### config.mk
export PLATFORM = sky130hd
export DESIGN_NAME = a5_keystream_buffer
export DESIGN_NICKNAME = d
export VERILOG_FILES = /design/src/rtl/a5_pkg.sv /design/src/rtl/A5Generator.sv /design/src/rtl/Fifo.sv /design/src/rtl/a5_word_packer.sv /design/src/rtl/a5_keystream_buffer.sv
export SDC_FILE = /design/constraint.sdc
export NUM_CORES = 1
export LEC_CHECK = 0
export ABC_AREA = 1
export CAP_MARGIN = 20
export CORE_MARGIN = 4
export CORE_UTILIZATION = 54
export DETAILED_ROUTE_END_ITERATION = 6
export PLACE_DENSITY = 0.74
export SLEW_MARGIN = 25
export SYNTH_ARGS = -nofsm -noshare
export SYNTH_HDL_FRONTEND = slang
export SYNTH_SLANG_ARGS = --single-unit
### constraint.sdc
create_clock -name clk -period 6.23 [get_ports clk]
set_clock_uncertainty 0.05 [all_clocks]
set_input_delay 1.246 -clock clk [delete_from_list [all_inputs] [get_ports clk]]
set_output_delay 1.246 -clock clk [all_outputs]
set_load 0.01 [all_outputs]
### src/rtl/a5_pkg.sv
// Shared constants, burst tags and FSM state encoding for the A5/1 keystream buffer.
package a5_pkg;
   localparam int A5_KEY_BITS   = 64;
   localparam int A5_FRAME_BITS = 22;
   localparam int A5_BURST_BITS = 114;

   localparam logic BURST_DL = 1'b0;
   localparam logic BURST_UL = 1'b1;

   typedef enum logic [2:0] {
      IDLE,
      WARMUP,
      DL,
      UL,
      DONE
   } a5_state_e;
endpackage

### src/rtl/A5Generator.sv
// A5/1 serial keystream generator: key/frame setup, 100+1 mixing clocks, then one bit per
// unstalled cycle while valid. Key and frame bits are loaded LSB first.
module A5Generator
   import a5_pkg::*;
(
   input  logic                     clk,
   input  logic                     rst_n,
   input  logic                     start,
   input  logic                     stall,
   input  logic [A5_KEY_BITS-1:0]   key,
   input  logic [A5_FRAME_BITS-1:0] frame,
   output logic                     ks_bit,
   output logic                     valid
);
   localparam int SETUP = A5_KEY_BITS + A5_FRAME_BITS;
   // One extra mixing clock so the first presented bit follows a clock, as in the reference.
   localparam int READY = SETUP + 101;

   logic [18:0]              r1_q, r1_d;
   logic [21:0]              r2_q, r2_d;
   logic [22:0]              r3_q, r3_d;
   logic [7:0]               cnt_q, cnt_d;
   logic                     active_q, active_d;
   logic [A5_KEY_BITS-1:0]   key_q, key_d;
   logic [A5_FRAME_BITS-1:0] frame_q, frame_d;
   logic [31:0]              frame_ext;
   logic [4:0]               fidx;
   logic                     fb1, fb2, fb3, maj, inb;

   always_comb begin
      r1_d      = r1_q;
      r2_d      = r2_q;
      r3_d      = r3_q;
      cnt_d     = cnt_q;
      active_d  = active_q;
      key_d     = key_q;
      frame_d   = frame_q;
      fb1       = r1_q[13] ^ r1_q[16] ^ r1_q[17] ^ r1_q[18];
      fb2       = r2_q[20] ^ r2_q[21];
      fb3       = r3_q[7] ^ r3_q[20] ^ r3_q[21] ^ r3_q[22];
      maj       = (r1_q[8] & r2_q[10]) | (r1_q[8] & r3_q[10]) | (r2_q[10] & r3_q[10]);
      frame_ext = {{(32-A5_FRAME_BITS){1'b0}}, frame_q};
      fidx      = 5'(cnt_q - 8'(A5_KEY_BITS));
      inb       = (cnt_q < 8'(A5_KEY_BITS)) ? key_q[cnt_q[5:0]] : frame_ext[fidx];
      if (start) begin
         r1_d     = '0;
         r2_d     = '0;
         r3_d     = '0;
         cnt_d    = '0;
         active_d = 1'b1;
         key_d    = key;
         frame_d  = frame;
      end else if (active_q) begin
         if (cnt_q < 8'(SETUP)) begin
            r1_d  = {r1_q[17:0], fb1 ^ inb};
            r2_d  = {r2_q[20:0], fb2 ^ inb};
            r3_d  = {r3_q[21:0], fb3 ^ inb};
            cnt_d = cnt_q + 8'd1;
         end else if ((cnt_q < 8'(READY)) || !stall) begin
            if (r1_q[8] == maj)  r1_d = {r1_q[17:0], fb1};
            if (r2_q[10] == maj) r2_d = {r2_q[20:0], fb2};
            if (r3_q[10] == maj) r3_d = {r3_q[21:0], fb3};
            if (cnt_q < 8'(READY)) cnt_d = cnt_q + 8'd1;
         end
      end
   end

   always_ff @(posedge clk or negedge rst_n) begin
      if (!rst_n) begin
         r1_q     <= '0;
         r2_q     <= '0;
         r3_q     <= '0;
         cnt_q    <= '0;
         active_q <= 1'b0;
         key_q    <= '0;
         frame_q  <= '0;
      end else begin
         r1_q     <= r1_d;
         r2_q     <= r2_d;
         r3_q     <= r3_d;
         cnt_q    <= cnt_d;
         active_q <= active_d;
         key_q    <= key_d;
         frame_q  <= frame_d;
      end
   end

   assign ks_bit = r1_q[18] ^ r2_q[21] ^ r3_q[22];
   assign valid  = active_q && (cnt_q == 8'(READY));
endmodule

### src/rtl/Fifo.sv
// Synchronous FIFO with flush, combinational head read and simultaneous read/write when full.
module Fifo #(
   parameter int WIDTH = 34,
   parameter int DEPTH = 4
) (
   input  logic                       clk,
   input  logic                       rst_n,
   input  logic                       flush,
   input  logic                       wr_en,
   input  logic [WIDTH-1:0]           wr_data,
   input  logic                       rd_en,
   output logic [WIDTH-1:0]           rd_data,
   output logic                       empty,
   output logic                       full,
   output logic [$clog2(DEPTH+1)-1:0] level
);
   localparam int AW = $clog2(DEPTH);
   localparam int LW = $clog2(DEPTH+1);

   logic [WIDTH-1:0] mem_q [DEPTH];
   logic [AW-1:0]    wr_ptr_q, wr_ptr_d, rd_ptr_q, rd_ptr_d;
   logic [LW-1:0]    cnt_q, cnt_d;
   logic             rd_ok, wr_ok;

   assign empty = (cnt_q == '0);
   assign full  = (cnt_q == LW'(DEPTH));
   assign level = cnt_q;
   assign rd_ok = rd_en & ~empty;
   assign wr_ok = wr_en & (~full | rd_ok);
   assign rd_data = empty ? '0 : mem_q[rd_ptr_q];

   always_comb begin
      wr_ptr_d = wr_ptr_q;
      rd_ptr_d = rd_ptr_q;
      cnt_d    = cnt_q;
      if (flush) begin
         wr_ptr_d = '0;
         rd_ptr_d = '0;
         cnt_d    = '0;
      end else begin
         if (wr_ok) wr_ptr_d = wr_ptr_q + 1'b1;
         if (rd_ok) rd_ptr_d = rd_ptr_q + 1'b1;
         case ({wr_ok, rd_ok})
            2'b10:   cnt_d = cnt_q + 1'b1;
            2'b01:   cnt_d = cnt_q - 1'b1;
            default: cnt_d = cnt_q;
         endcase
      end
   end

   always_ff @(posedge clk or negedge rst_n) begin
      if (!rst_n) begin
         wr_ptr_q <= '0;
         rd_ptr_q <= '0;
         cnt_q    <= '0;
         for (int i = 0; i < DEPTH; i++) mem_q[i] <= '0;
      end else begin
         wr_ptr_q <= wr_ptr_d;
         rd_ptr_q <= rd_ptr_d;
         cnt_q    <= cnt_d;
         if (wr_ok && !flush) mem_q[wr_ptr_q] <= wr_data;
      end
   end
endmodule

### src/rtl/a5_word_packer.sv
// Serial-to-word packer: first bit in bit 0, a word closes when full or at end of burst,
// and the completed word with its tags is presented with push one cycle later.
module a5_word_packer
   import a5_pkg::*;
#(
   parameter int WORD_WIDTH = 32
) (
   input  logic                  clk,
   input  logic                  rst_n,
   input  logic                  flush,
   input  logic                  bit_vld,
   input  logic                  bit_in,
   input  logic                  eob,
   input  logic                  burst_in,
   output logic [WORD_WIDTH-1:0] word_out,
   output logic                  last_out,
   output logic                  burst_out,
   output logic                  push
);
   localparam int IDX_W = $clog2(WORD_WIDTH);

   logic [WORD_WIDTH-1:0] acc_q, acc_d, acc_nxt, word_q, word_d;
   logic [IDX_W-1:0]      idx_q, idx_d;
   logic                  last_q, last_d, burst_q, burst_d, push_q, push_d;

   always_comb begin
      acc_d   = acc_q;
      idx_d   = idx_q;
      word_d  = word_q;
      last_d  = last_q;
      burst_d = burst_q;
      push_d  = 1'b0;
      acc_nxt = acc_q | ({{(WORD_WIDTH-1){1'b0}}, bit_in} << idx_q);
      if (flush) begin
         acc_d   = '0;
         idx_d   = '0;
         word_d  = '0;
         last_d  = 1'b0;
         burst_d = BURST_DL;
      end else if (bit_vld) begin
         if ((idx_q == IDX_W'(WORD_WIDTH-1)) || eob) begin
            // Unfilled MSBs of a short final word stay zero because acc restarts cleared.
            word_d  = acc_nxt;
            last_d  = eob;
            burst_d = burst_in;
            push_d  = 1'b1;
            acc_d   = '0;
            idx_d   = '0;
         end else begin
            acc_d = acc_nxt;
            idx_d = idx_q + 1'b1;
         end
      end
   end

   always_ff @(posedge clk or negedge rst_n) begin
      if (!rst_n) begin
         acc_q   <= '0;
         idx_q   <= '0;
         word_q  <= '0;
         last_q  <= 1'b0;
         burst_q <= BURST_DL;
         push_q  <= 1'b0;
      end else begin
         acc_q   <= acc_d;
         idx_q   <= idx_d;
         word_q  <= word_d;
         last_q  <= last_d;
         burst_q <= burst_d;
         push_q  <= push_d;
      end
   end

   assign word_out  = word_q;
   assign last_out  = last_q;
   assign burst_out = burst_q;
   assign push      = push_q;
endmodule

### src/rtl/a5_keystream_buffer.sv
// A5/1 keystream buffer: frames 2x BURST_BITS keystream into tagged words in a FIFO.
// Optional A5_KEYSTREAM_BUFFER_AUTO_FRAME_EN: auto-increment frame and restart after each frame.
module a5_keystream_buffer
   import a5_pkg::*;
#(
   parameter int WORD_WIDTH = 32,
   parameter int FIFO_DEPTH = 4,
   parameter int BURST_BITS = A5_BURST_BITS
) (
   input  logic                            clk,
   input  logic                            reset_n,
   input  logic                            load,
   input  logic [A5_KEY_BITS-1:0]          key,
   input  logic [A5_FRAME_BITS-1:0]        frame,
   input  logic                            rd_en,
   output logic [WORD_WIDTH-1:0]           data_out,
   output logic                            data_burst,
   output logic                            data_last,
   output logic                            empty,
   output logic                            full,
   output logic [$clog2(FIFO_DEPTH+1)-1:0] level,
   output logic                            busy,
   output logic                            done
);
   localparam int CNT_W = $clog2(BURST_BITS);

   a5_state_e                state_q, state_d;
   logic [CNT_W-1:0]         cnt_q, cnt_d;
   logic                     gen_start, gen_stall, gen_bit, gen_valid;
   logic                     consume, eob, burst_tag;
   logic [A5_KEY_BITS-1:0]   gen_key;
   logic [A5_FRAME_BITS-1:0] gen_frame;
   logic [WORD_WIDTH-1:0]    pk_word;
   logic                     pk_push, pk_last, pk_burst;
   logic [WORD_WIDTH+1:0]    fifo_rd;
`ifdef A5_KEYSTREAM_BUFFER_AUTO_FRAME_EN
   logic [A5_KEY_BITS-1:0]   key_q, key_d;
   logic [A5_FRAME_BITS-1:0] frame_q, frame_d;
   logic                     done_q, done_d;
`endif

   // The push cycle stalls too, so a word never arrives while the FIFO is full.
   assign gen_stall = full | pk_push | (state_q == IDLE) | (state_q == DONE);
   assign consume   = gen_valid & ~gen_stall & ~load;
   assign eob       = (cnt_q == CNT_W'(BURST_BITS-1));
   assign burst_tag = (state_q == UL) ? BURST_UL : BURST_DL;

   always_comb begin
      state_d   = state_q;
      cnt_d     = cnt_q;
      gen_start = 1'b0;
      gen_key   = key;
      gen_frame = frame;
`ifdef A5_KEYSTREAM_BUFFER_AUTO_FRAME_EN
      key_d     = key_q;
      frame_d   = frame_q;
`endif
      if (load) begin
         state_d   = WARMUP;
         cnt_d     = '0;
         gen_start = 1'b1;
`ifdef A5_KEYSTREAM_BUFFER_AUTO_FRAME_EN
         key_d     = key;
         frame_d   = frame;
`endif
      end else begin
         if (consume) cnt_d = eob ? '0 : cnt_q + 1'b1;
         case (state_q)
            WARMUP: if (gen_valid) state_d = WARMUP == WARMUP ? DL : DL;
            DL:     if (consume && eob) state_d = UL;
            UL:     if (pk_push && pk_last && (pk_burst == BURST_UL)) state_d = DONE;
            DONE: begin
`ifdef A5_KEYSTREAM_BUFFER_AUTO_FRAME_EN
               if (!full) begin
                  state_d   = WARMUP;
                  cnt_d     = '0;
                  gen_start = 1'b1;
                  gen_key   = key_q;
                  gen_frame = frame_q + 1'b1;
                  frame_d   = frame_q + 1'b1;
               end
`endif
            end
            default: state_d = state_q;
         endcase
      end
`ifdef A5_KEYSTREAM_BUFFER_AUTO_FRAME_EN
      done_d = (state_d == DONE) && (state_q != DONE);
`endif
   end

   always_ff @(posedge clk or negedge reset_n) begin
      if (!reset_n) begin
         state_q <= IDLE;
         cnt_q   <= '0;
`ifdef A5_KEYSTREAM_BUFFER_AUTO_FRAME_EN
         key_q   <= '0;
         frame_q <= '0;
         done_q  <= 1'b0;
`endif
      end else begin
         state_q <= state_d;
         cnt_q   <= cnt_d;
`ifdef A5_KEYSTREAM_BUFFER_AUTO_FRAME_EN
         key_q   <= key_d;
         frame_q <= frame_d;
         done_q  <= done_d;
`endif
      end
   end

   A5Generator u_gen (
      .clk    (clk),
      .rst_n  (reset_n),
      .start  (gen_start),
      .stall  (gen_stall),
      .key    (gen_key),
      .frame  (gen_frame),
      .ks_bit (gen_bit),
      .valid  (gen_valid)
   );

   a5_word_packer #(.WORD_WIDTH(WORD_WIDTH)) u_packer (
      .clk       (clk),
      .rst_n     (reset_n),
      .flush     (load),
      .bit_vld   (consume),
      .bit_in    (gen_bit),
      .eob       (eob),
      .burst_in  (burst_tag),
      .word_out  (pk_word),
      .last_out  (pk_last),
      .burst_out (pk_burst),
      .push      (pk_push)
   );

   Fifo #(.WIDTH(WORD_WIDTH+2), .DEPTH(FIFO_DEPTH)) u_fifo (
      .clk     (clk),
      .rst_n   (reset_n),
      .flush   (load),
      .wr_en   (pk_push),
      .wr_data ({pk_burst, pk_last, pk_word}),
      .rd_en   (rd_en),
      .rd_data (fifo_rd),
      .empty   (empty),
      .full    (full),
      .level   (level)
   );

   assign data_out   = fifo_rd[WORD_WIDTH-1:0];
   assign data_last  = fifo_rd[WORD_WIDTH];
   assign data_burst = fifo_rd[WORD_WIDTH+1];
   assign busy       = (state_q == WARMUP) || (state_q == DL) || (state_q == UL);
`ifdef A5_KEYSTREAM_BUFFER_AUTO_FRAME_EN
   assign done = done_q;
`else
   assign done = (state_q == DONE);
`endif
endmodule

==> metrics <==
status completed; routability cong. 0.846; CTS root buf clkbuf_16; die height 188 um; core area 31700 um^2; vias in the first global route 13800; Synth async-reset ratio 100%; synthesized area 17500 um^2; endpoints failing hold 0; Layout area overhead 16.7%; first-pass GRT wire length 68.3 mm; #FFs+latches synth 384; fmax 229 MHz; Syn Inst Count 2051; Worst-Skew Late Latency 0.53 ns; total iterations of the first detailed-routing run 5; hold depth 2; WP data required 4.93 ns; Clock Pin Slew Worst Setup and Hold Paths 0.06 ns; synth top area cells dfrtp_1 55%, nand2_1 8.9%, o21ai_0 7.0%, inv_1 6.8%, a21oi_1 3.6%; number of remaining DRC errors 0; crit path max fanout 35; Yosys top cell area share 54.9%; share of the yosys chip area belonging to registers 54.9%; Reg2Reg Depth 9; Tmin final 4.37 ns; Distinct cells, synth 43; largest net degree at the start of global routing 148; post-cts resize count 0; pwr dens 297 nW/um^2; final WL 40.0 mm; Max-Cap Viols 0; Vias 13800; I/O Buffers 130; share of cells above drive strength 1 5.76%; Core Util, Final 64.3%; fill count 2618; Initial Util 55.1%; leading area contributor after synthesis dfrtp_1; Clock Sinks 384; GRT Total Usage 22.9%; Worst Setup End Kind output pin; Leak 0.00934 uW; hold buffers post-CTS 0; min-delay worst type flip-flop to flip-flop; crit share post-route 70.1%; crit path DAT 3.07 ns; nets@finish 2223; std cell rows 65; Vias/cell 5.40; endpoints failing setup 0; Yosys Warn Count 0; area of the multi-input gates 6210 um^2; overflow left after global routing 0; number of flops mapped to enable cells by yosys 0; TNS Setup 0 ns; Antenna diodes 0; final setup margin 1.86 ns; worst-case clock buffer depth 3; post-CTS setup buffer count 0; Slew @ Worst Pin 1.03 ns; Num CTS Buffers 41; TritonCTS clock tree built; post-route ant nets 0; Syn Area/Cell 8.53 um^2; Max Slew Vio Count 0; IO Count 131; DR WL/cell 15.7 um; initial antenna violation count 0; initial DRC count 966; Clock H-tree levels 2; RSZ-0062 raised after global routing no; maximum vdd ir drop 0.186 mV; Setup Slack @ Placement 2.10 ns; Die W 188 um; dpl hpwl 25.9 mm; critical path class flip-flop to output pin; Rel. slew slack 31.1%; Critical Path Source Type flip-flop; Most used DFF post-synth dfrtp_1; register area 9610 um^2; Die ar. 35300 um^2; Net Count, Synth 2151
## cell usage after synthesis (3+ instances only)
cell,number
nand2_1,417
dfrtp_1,384
inv_1,318
o21ai_0,243
a21oi_1,125
o22ai_1,92
clkbuf_1,84
nand3_1,81
nor2_1,69
o21a_1,67
nor3_1,29
buf_2,28
o21bai_1,25
xor2_1,11
a21oi_2,9
ha_1,9
inv_2,6
xnor2_1,6
o211ai_1,5
buf_1,4
nand2_2,4
clkinv_1,3
o21ai_1,3
## critical path, stage by stage, from the launching register on
cell and delay (ns):
dfrtp_1 0.32, buf_4 0.38, clkinv_1 0.41, buf_4 0.35, a21oi_1 0.17, o21ai_0 0.12
a21oi_1 0.20, clkdlybuf4s50_1 0.57
## final timing paths
check | start | to | slack [ns]
worst min-delay path | u_gen.frame_q[19] | u_gen.frame_q[19] | 0.42
worst min register to register | u_gen.frame_q[19] | u_gen.frame_q[19] | 0.42
max in group asynchronous | reset_n | u_gen.r3_q[12] | 4.15
worst max register to register | u_gen.cnt_q[1] | u_packer.acc_q[18] | 2.54
min in group asynchronous | reset_n | u_fifo.mem_q[64] | 0.71
worst max-delay path | u_fifo.rd_ptr_q[1] | data_out[18] | 1.86
## kinds of logic after synthesis
| group | Yosys count | synth area share [%] |
|---|---|---|
| compound gates | 578 | 19.0 |
| xor+xnor | 17 | 0.851 |
| flops | 384 | 54.9 |
| mux | 2 | 0.129 |
| simple gates | 615 | 14.5 |
| fa+ha+maj | 10 | 0.758 |
| buf+inv | 445 | 9.81 |
## placed cells by master (no fill, tap or decap), types with 25 or more instances in the layout
cell | synthesis | layout
o21bai_1 | 25 | 25
o21a_1 | 67 | 67
nand2_1 | 417 | 417
nand3_1 | 81 | 81
clkbuf_16 | 0 | 43
clkdlybuf4s50_1 | 0 | 128
inv_1 | 318 | 316
dfrtp_1 | 384 | 383
o21ai_0 | 243 | 243
a21oi_1 | 125 | 125
nor3_1 | 29 | 29
o22ai_1 | 92 | 92
nor2_1 | 69 | 65
## state kept, by name, indices dropped and copies added (netlist names), 2 cells and up
| signal | cells |
|---|---|
| u_gen.frame_q | 22 |
| u_gen.r2_q | 22 |
| u_fifo.mem_q | 136 |
| u_packer.word_out | 32 |
| cnt_q | 7 |
| u_gen.r3_q | 23 |
| u_gen.r1_q | 19 |
| u_gen.cnt_q | 8 |
| u_gen.key_q | 64 |
| u_fifo.wr_ptr_q | 2 |
| u_packer.acc_q | 32 |
| u_fifo.level | 3 |
| u_fifo.rd_ptr_q | 2 |
| state_q | 3 |
| u_packer.idx_q | 5 |
## power by group
part | switching, uW | leakage [uW] | internal, uW | total (uW)
sequential | 46.2 | 0.00483 | 2560 | 2610
combinational | 565 | 0.00382 | 394 | 959
clock | 956 | 0.000696 | 1530 | 2490
total | 1570 | 0.00934 | 4490 | 6060
## area by class of cell
class | count | area share, %
clock buffers | 60 | 6.03
clock inverters | 13 | 0.828
inverters | 327 | 6.01
multi-input cells | 1222 | 30.4
flip-flops and latches | 384 | 47.1
well taps | 402 | 2.46
repair buffers | 147 | 7.14
## per-layer routing
metal	up-vias	wire length [um]	GRT usage, %
met5	-	0	0
met4	0	981	6.24
met3	73	1840	2.94
met2	328	19700	39.2
met1	6636	17500	31.1
li1	6750	-	-
## stage by stage
stage / total power [uW] / area (um^2) / instances / hold WS [ns]
floorplan: 3140 / 17500 / 2051 / 0.387
global placement: 3600 / 19000 / 2482 / 0.400
detailed placement: 3620 / 19000 / 2482 / 0.409
CTS: 6120 / 20400 / 2555 / 0.424
global route: 6330 / 20400 / 2555 / 0.443
finish: 6060 / 20400 / 2555 / 0.423
Power figures use the tool's default switching activity.
